[src/rtl/c17_resp_checker_pkg.sv]
// Shared definitions for the c17 response path: FSM encoding, default widths
// and the bit ordering of the G6gat/G7gat response pair.
package c17_tb_pkg;

    typedef enum logic [1:0] {
        IDLE = 2'd0,
        RUN  = 2'd1,
        DONE = 2'd2
    } state_t;

    localparam int          DEF_OUT_W = 2;
    localparam int          DEF_SIG_W = 16;
    localparam int          DEF_CNT_W = 16;
    localparam logic [15:0] DEF_POLY  = 16'hB400;
    localparam logic [15:0] DEF_SEED  = 16'h0000;

    // Response vector bit positions shared with the upstream pattern source.
    localparam int G6_BIT = 0;
    localparam int G7_BIT = 1;

endpackage

[src/rtl/c17_resp_checker_misr.sv]
// Galois-form multiple-input signature register compacting CUT responses.
module misr_reg
    import c17_tb_pkg::*;
#(
    parameter int               SIG_W   = DEF_SIG_W,
    parameter int               DIN_W   = DEF_OUT_W,
    parameter logic [SIG_W-1:0] POLY    = DEF_POLY,
    parameter logic [SIG_W-1:0] RST_VAL = DEF_SEED
) (
    input  logic             clk,
    input  logic             rst_n,
    input  logic             load,
    input  logic [SIG_W-1:0] seed,
    input  logic             en,
    input  logic [DIN_W-1:0] din,
    output logic [SIG_W-1:0] sig
);

    function automatic logic [SIG_W-1:0] misr_step(input logic [SIG_W-1:0] cur,
                                                   input logic [DIN_W-1:0] d);
        logic [SIG_W-1:0] shifted;
        shifted = {cur[SIG_W-2:0], 1'b0};
        if (cur[SIG_W-1]) begin
            shifted = shifted ^ POLY;
        end
        return shifted ^ SIG_W'(d);
    endfunction

    always_ff @(posedge clk or negedge rst_n) begin
        if (!rst_n) begin
            sig <= RST_VAL;
        end else if (load) begin
            sig <= seed;
        end else if (en) begin
            sig <= misr_step(sig, din);
        end
    end

endmodule

[config.mk]
export PLATFORM = sky130hd
export DESIGN_NAME = misr_reg
export DESIGN_NICKNAME = d
export VERILOG_FILES = /design/src/rtl/c17_resp_checker_pkg.sv /design/src/rtl/c17_resp_checker_misr.sv
export SDC_FILE = /design/constraint.sdc
export NUM_CORES = 1
export LEC_CHECK = 0
export BUFFER_PORTS_ARGS = -buffer_cell sky130_fd_sc_hd__buf_4
export CORE_MARGIN = 3
export CORE_UTILIZATION = 30
export CTS_CLUSTER_SIZE = 25
export DETAILED_ROUTE_END_ITERATION = 10
export GPL_TIMING_DRIVEN = 0
export PLACE_DENSITY = 0.55
export SETUP_SLACK_MARGIN = 0.2
export SLEW_MARGIN = 15
export SYNTH_ARGS = -nofsm -noshare
export SYNTH_HDL_FRONTEND = slang
export SYNTH_SLANG_ARGS = --single-unit
[constraint.sdc]
create_clock -name clk -period 1.8 [get_ports clk]
set_input_delay 0.18 -clock clk [delete_from_list [all_inputs] [get_ports clk]]
set_output_delay 0.18 -clock clk [all_outputs]
set_load 0.1 [all_outputs]
==> metrics.txt, run 1 <==
Post-Synthesis Cells=between 70 and 80; Pins Over Slew Limit=0; clock slew at the register clock pins of the worst setup and hold paths=around 0.090 ns; Tmin final=1.231 ns; maximum vdd drop=0.5661 mV; Worst Max-Slew Pin Slew=0.2790 ns; Cell variety after synth=14; outcome=finished, final reports clean; clock sinks=16; Slowest cell on crit path=dfrtp_2; main area contributors after synthesis=dfrtp_1 (50%), mux2i_1 (14%), nand2_1 (7.5%); Crit Path Max Fanout=6; Detail Route Antenna Nets=0; Setup Skew=0.009515 ns; crit path DAT=approximately 1.1 ns; Max H-tree Level=1; most flop-heavy register=sig; vias in the first global route=between 700 and 800; insertion delay to the later sink of the worst-skew pair=0.28 ns; Iteration-0 DRC Markers=8; DRT Wirelength=1.875 mm; fmax=812.6 MHz; most frequent cells in the layout=buf_4 (39), nand2_1 (16), dfrtp_1 (15); Rel. slew slack=0.8155; Remaining Overflow, GRT=0; Filler Cell Count=around 270; clk root buf=clkbuf_4; area leader, netlist=dfrtp_1; Syn Area/Cell=10.71 µm²; Post-CTS Setup Repair Bufs=0; post-synth net total=just under 100; post_cts resized=0; # DRC=0; hpwl dp=1.438 mm; flops & latches, synth=16; drt first pass iters=4; Starting Density=0.3185; via-per-instance ratio=4.801; Yosys top cell area share=0.4984; first-pass GRT wire length=3.146 mm; routed vias=701; row count=18; leakage power=0.5632 nW; Total GRT Usage=0.1232; startpoint type of the worst setup path=flip-flop; Nets=between 100 and 150; final hold slack=about 0.098 ns; Die Y=around 58 µm; post-synthesis sequential area ratio=0.4984; post-route setup TNS=0 ns; pwr/cell area=996.8 nW/µm²; TritonCTS clock tree=yes; fin cells=146; cts bufs inserted=3; Multi-input gate area=360.3 µm²; Core ar.=2522 µm²; kind of cell adding the most delay to the critical path=flip-flops; worst path bufs/invs=1; CP endpoint kind=primary output; I/O pins=38; Final Cycle Share=0.6837; RSZ-0062 raised after global routing=false; total die area=3334 µm²; largest net degree at the start of global routing=17; dpl cells=141; commonest non-fill, non-tap cell in the layout=buf_4; die span in x=57.75 µm; ant diodes=0; CTS max path bufs=2; final hold vios=0; Data required, critical path=1.62 ns; HP Class=input port to flip-flop; WS Path Type=flip-flop to primary output; max cap viols=0; layout cell share with drive strength beyond 1=0.3879; crit-path cells=buf_4; area of the mapped netlist=803.3 µm²; initial antenna violation count=0; top flop regs=sig (16); routability cong.=0.7018; Yosys warnings=0; Area growth, synth to finish=42.99%; average routed wire per standard cell=12.84 µm; storage element area=401.6 µm²; setup violators final=0; max reg flops=16; Slowest Stage Delay on Critical Path=about 0.45 ns; Port Buffers=36
metal layers:
metal | wire length [µm] | global-route usage | up-vias
li1 | - | - | 347
met1 | 856 | 0.1608 | 328
met2 | 862 | 0.1887 | 22
met3 | 134 | 0.03341 | 4
met4 | 21 | 0.05960 | 0
met5 | 0 | 0 | -
power by group:
group | switching (mW) | internal, mW | leakage (nW)
combinational | 0.376 | 0.137 | 0.355
sequential | 0.0382 | 0.400 | 0.193
clock | 0.108 | 0.0860 | 0.0150
cell usage after synthesis, drive strengths merged:
| cell type | n |
|---|---|
| dfrtp | 16 |
| nand2 | 16 |
| mux2i | 11 |
| o21ai | 11 |
| buf | 5 |
| o211ai | 4 |
| or3b | 4 |
| xnor2 | 4 |
| a221o | 1 |
| and4bb | 1 |
| nand2b | 1 |
| nor2b | 1 |
worst paths after layout:
| kind | cells after the start | to | from | slack, ns |
|---|---|---|---|---|
| setup / recovery | 1 | sig[15] | sig[15]$_DFFE_PN0P_ | 0.57 |
| hold reg to reg | 2 | sig[4]$_DFFE_PN0P_ | sig[3]$_DFFE_PN0P_ | 0.60 |
| max in group asynchronous | 2 | sig[15]$_DFFE_PN0P_ | rst_n | 1.33 |
| hold / removal | 3 | sig[9]$_DFFE_PN0P_ | seed[9] | 0.1 |
| min in group asynchronous | 2 | sig[9]$_DFFE_PN0P_ | rst_n | 0.28 |
| setup reg to reg | 2 | sig[15]$_DFFE_PN0P_ | sig[15]$_DFFE_PN0P_ | 0.76 |
layout make-up:
type / instances / share of cell area
Sequential cell: 16 / 0.3497
Multi-Input combinational cell: 54 / 0.3137
Timing Repair Buffer: 37 / 0.2440
Buffer: 5 / 0.03704
Tap cell: 30 / 0.03268
Clock buffer: 4 / 0.02288
logic make-up after synthesis:
kind of cell              share of synthesized area
AOI/OAI and AO/OA                            0.1184
and+or+nand+nor                              0.1495
xor gates and xnor gates                    0.04361
DFF                                          0.4984
buffers and inverters                       0.05295
muxes                                        0.1371
stage by stage:
stage               instance area (µm²)    util  setup slack [ns]  power, mW
floorplan                         804.5       -            0.3015     0.8237
CTS                                1149  0.4554            0.5560      1.161
detailed placement                 1112  0.4410            0.7696     0.9611
global route                       1149  0.4554            0.5199      1.202
global placement                   1112  0.4410            0.7697     0.9582
finish                             1149  0.4554            0.5694      1.145
what timing repair did:
action                                 in CTS  in global routing
hold buffers                                1                  0
endpoints found under the hold margin      16                  0
setup endpoints to repair                   0                  0
Power figures use the tool's default switching activity.
==> run 2: changes to the inputs <==
Settings changed: PLACE_DENSITY 0.55 to 0.57.
Clock period 1.8 ns to 1 ns, I/O delays scaled along.
==> run 2 against run 1 <==
  * The flow now finishes with violations (negative setup slack)
  * Design area rose by 34%
  * Worst hold slack got worse by 0.087 ns
  * Routed wire length rose by 21%
  * Sequential cell count did not move
  * Count of clock-buffer cells in the layout did not move
  * Critical endpoint is now sig[0]
  * Worst setup slack got worse by 0.66 ns
  * Cell count rose by 6.8%
  * Core utilization rose by 15 points
==> metrics.txt, run 2 (synthesis results as in run 1) <==
outcome=finished, violations left; failing checks=negative setup slack; clock sinks=16; max reg flops=16; Starting Density=0.3185; initial antenna violation count=0; WS Path Type=flip-flop to primary output; largest net degree at the start of global routing=17; setup violators final=20; insertion delay to the later sink of the worst-skew pair=0.29 ns; Setup Skew=between 0.007 and 0.008 ns; # DRC=0; kind of cell adding the most delay to the critical path=flip-flops; I/O pins=38; Iteration-0 DRC Markers=11; Die Y=~58 µm; TritonCTS clock tree=yes; Crit Path Max Fanout=3; row count=18; leakage power=0.6848 nW; final hold vios=0; crit-path cells=buf_12; dpl cells=141; clock slew at the register clock pins of the worst setup and hold paths=0.11 ns; average routed wire per standard cell=roughly 15 µm; Rel. slew slack=0.8543; Core ar.=2522 µm²; Port Buffers=36; Tot Pwr=2.552 mW; die span in x=57.75 µm; cts bufs inserted=3; crit path DAT=between 0.9 and 1 ns; startpoint type of the worst setup path=flip-flop; Total GRT Usage=0.1478; most flop-heavy register=sig; maximum vdd drop=1.091 mV; CTS max path bufs=2; pre-CTS setup slack=-0.08192 ns; storage element area=460.4 µm²; vias in the first global route=824; Filler Cell Count=219; routed vias=741; Final Cycle Share=1.094; RSZ-0062 raised after global routing=true; via-per-instance ratio=around 4.8; total die area=3334 µm²; fin cells=156; max cap viols=0; hpwl dp=1.487 mm; Area growth, synth to finish=90.97%; Slowest cell on crit path=dfrtp_4; Multi-input gate area=367.9 µm²; Critical Path Stages=1; fmax=914.2 MHz; most frequent cells in the layout=buf_4 (24), nand2_1 (16), buf_12 (16), dfrtp_4 (16); clk root buf=clkbuf_4; Pins Over Slew Limit=0; Nets=149; layout cell share with drive strength beyond 1=0.5714; routability cong.=0.6957; CP endpoint kind=primary output; worst setup margin=-0.09390 ns; final hold slack=0.01186 ns; ant diodes=0; Tmin final=1.094 ns; Detail Route Antenna Nets=0; Data required, critical path=approximately 0.90 ns; Slowest Stage Delay on Critical Path=0.52 ns; HP Class=input port to flip-flop; Max H-tree Level=1; Worst Max-Slew Pin Slew=0.2185 ns; pwr/cell area=about 1700 nW/µm²; DRT Wirelength=2.263 mm; first-pass GRT wire length=3.829 mm; worst path bufs/invs=1; Hold Crit Depth=3; commonest non-fill, non-tap cell in the layout=buf_4; drt first pass iters=4; R2R depth=2; Remaining Overflow, GRT=0; top flop regs=sig (16)
run 2: changes by cell type in the layout (fill, tap and decap cells not counted), sizes merged:
cell  previous run  this run
buf             41        51
run 2: path summary, 6_finish.rpt:
kind | end | from | slack [ns]
min | sig[11]$_DFFE_PN0P_ | seed[11] | 0.01
min in group asynchronous | sig[13]$_DFFE_PN0P_ | rst_n | 0.20
max in group asynchronous | sig[3]$_DFFE_PN0P_ | rst_n | 0.58
max reg2reg | sig[15]$_DFFE_PN0P_ | sig[14]$_DFFE_PN0P_ | -0.08
min reg2reg | sig[2]$_DFFE_PN0P_ | sig[1]$_DFFE_PN0P_ | 0.66
max | sig[0] | sig[0]$_DFFE_PN0P_ | -0.09
run 2: metrics by stage:
stage	cell area (µm²)	TNS, ns	utilization
6_report	1534	-1.380	0.6081
4_1_cts	1518	-1.518	0.6017
3_3_place_gp	1171	-0.07753	0.4643
3_5_place_dp	1171	-0.08192	0.4643
2_1_floorplan	863.3	-0.7481	-
5_1_grt	1534	-1.948	0.6081
run 2: repair_timing:
item | 4_1_cts | 5_1_grt
resized for setup | 55 | 3
setup endpoints to repair | 32 | 32
pin swaps | 5 | 5
setup buffers | 10 | 0
hold endpoints to repair | 16 | 0
hold buffers | 1 | 0
run 2: layout make-up:
type	instances	area share
Buffer	5	0.02773
Multi-Input combinational cell	54	0.2398
Timing Repair Buffer	47	0.3842
Tap cell	30	0.02447
Clock buffer	4	0.02365
Sequential cell	16	0.3002
run 2: per-layer routing:
layer	track usage	vias up	part of all wire
met5	0	-	0
met4	0.05960	0	0.010
met3	0.01782	2	0.041
met2	0.2452	18	0.52
met1	0.1953	355	0.43
li1	-	366	-
run 2: report_power, final:
group | switching, mW | leakage, nW | internal [mW]
clock | 0.224 | 0.0210 | 0.222
combinational | 0.722 | 0.487 | 0.518
sequential | 0.100 | 0.176 | 0.766
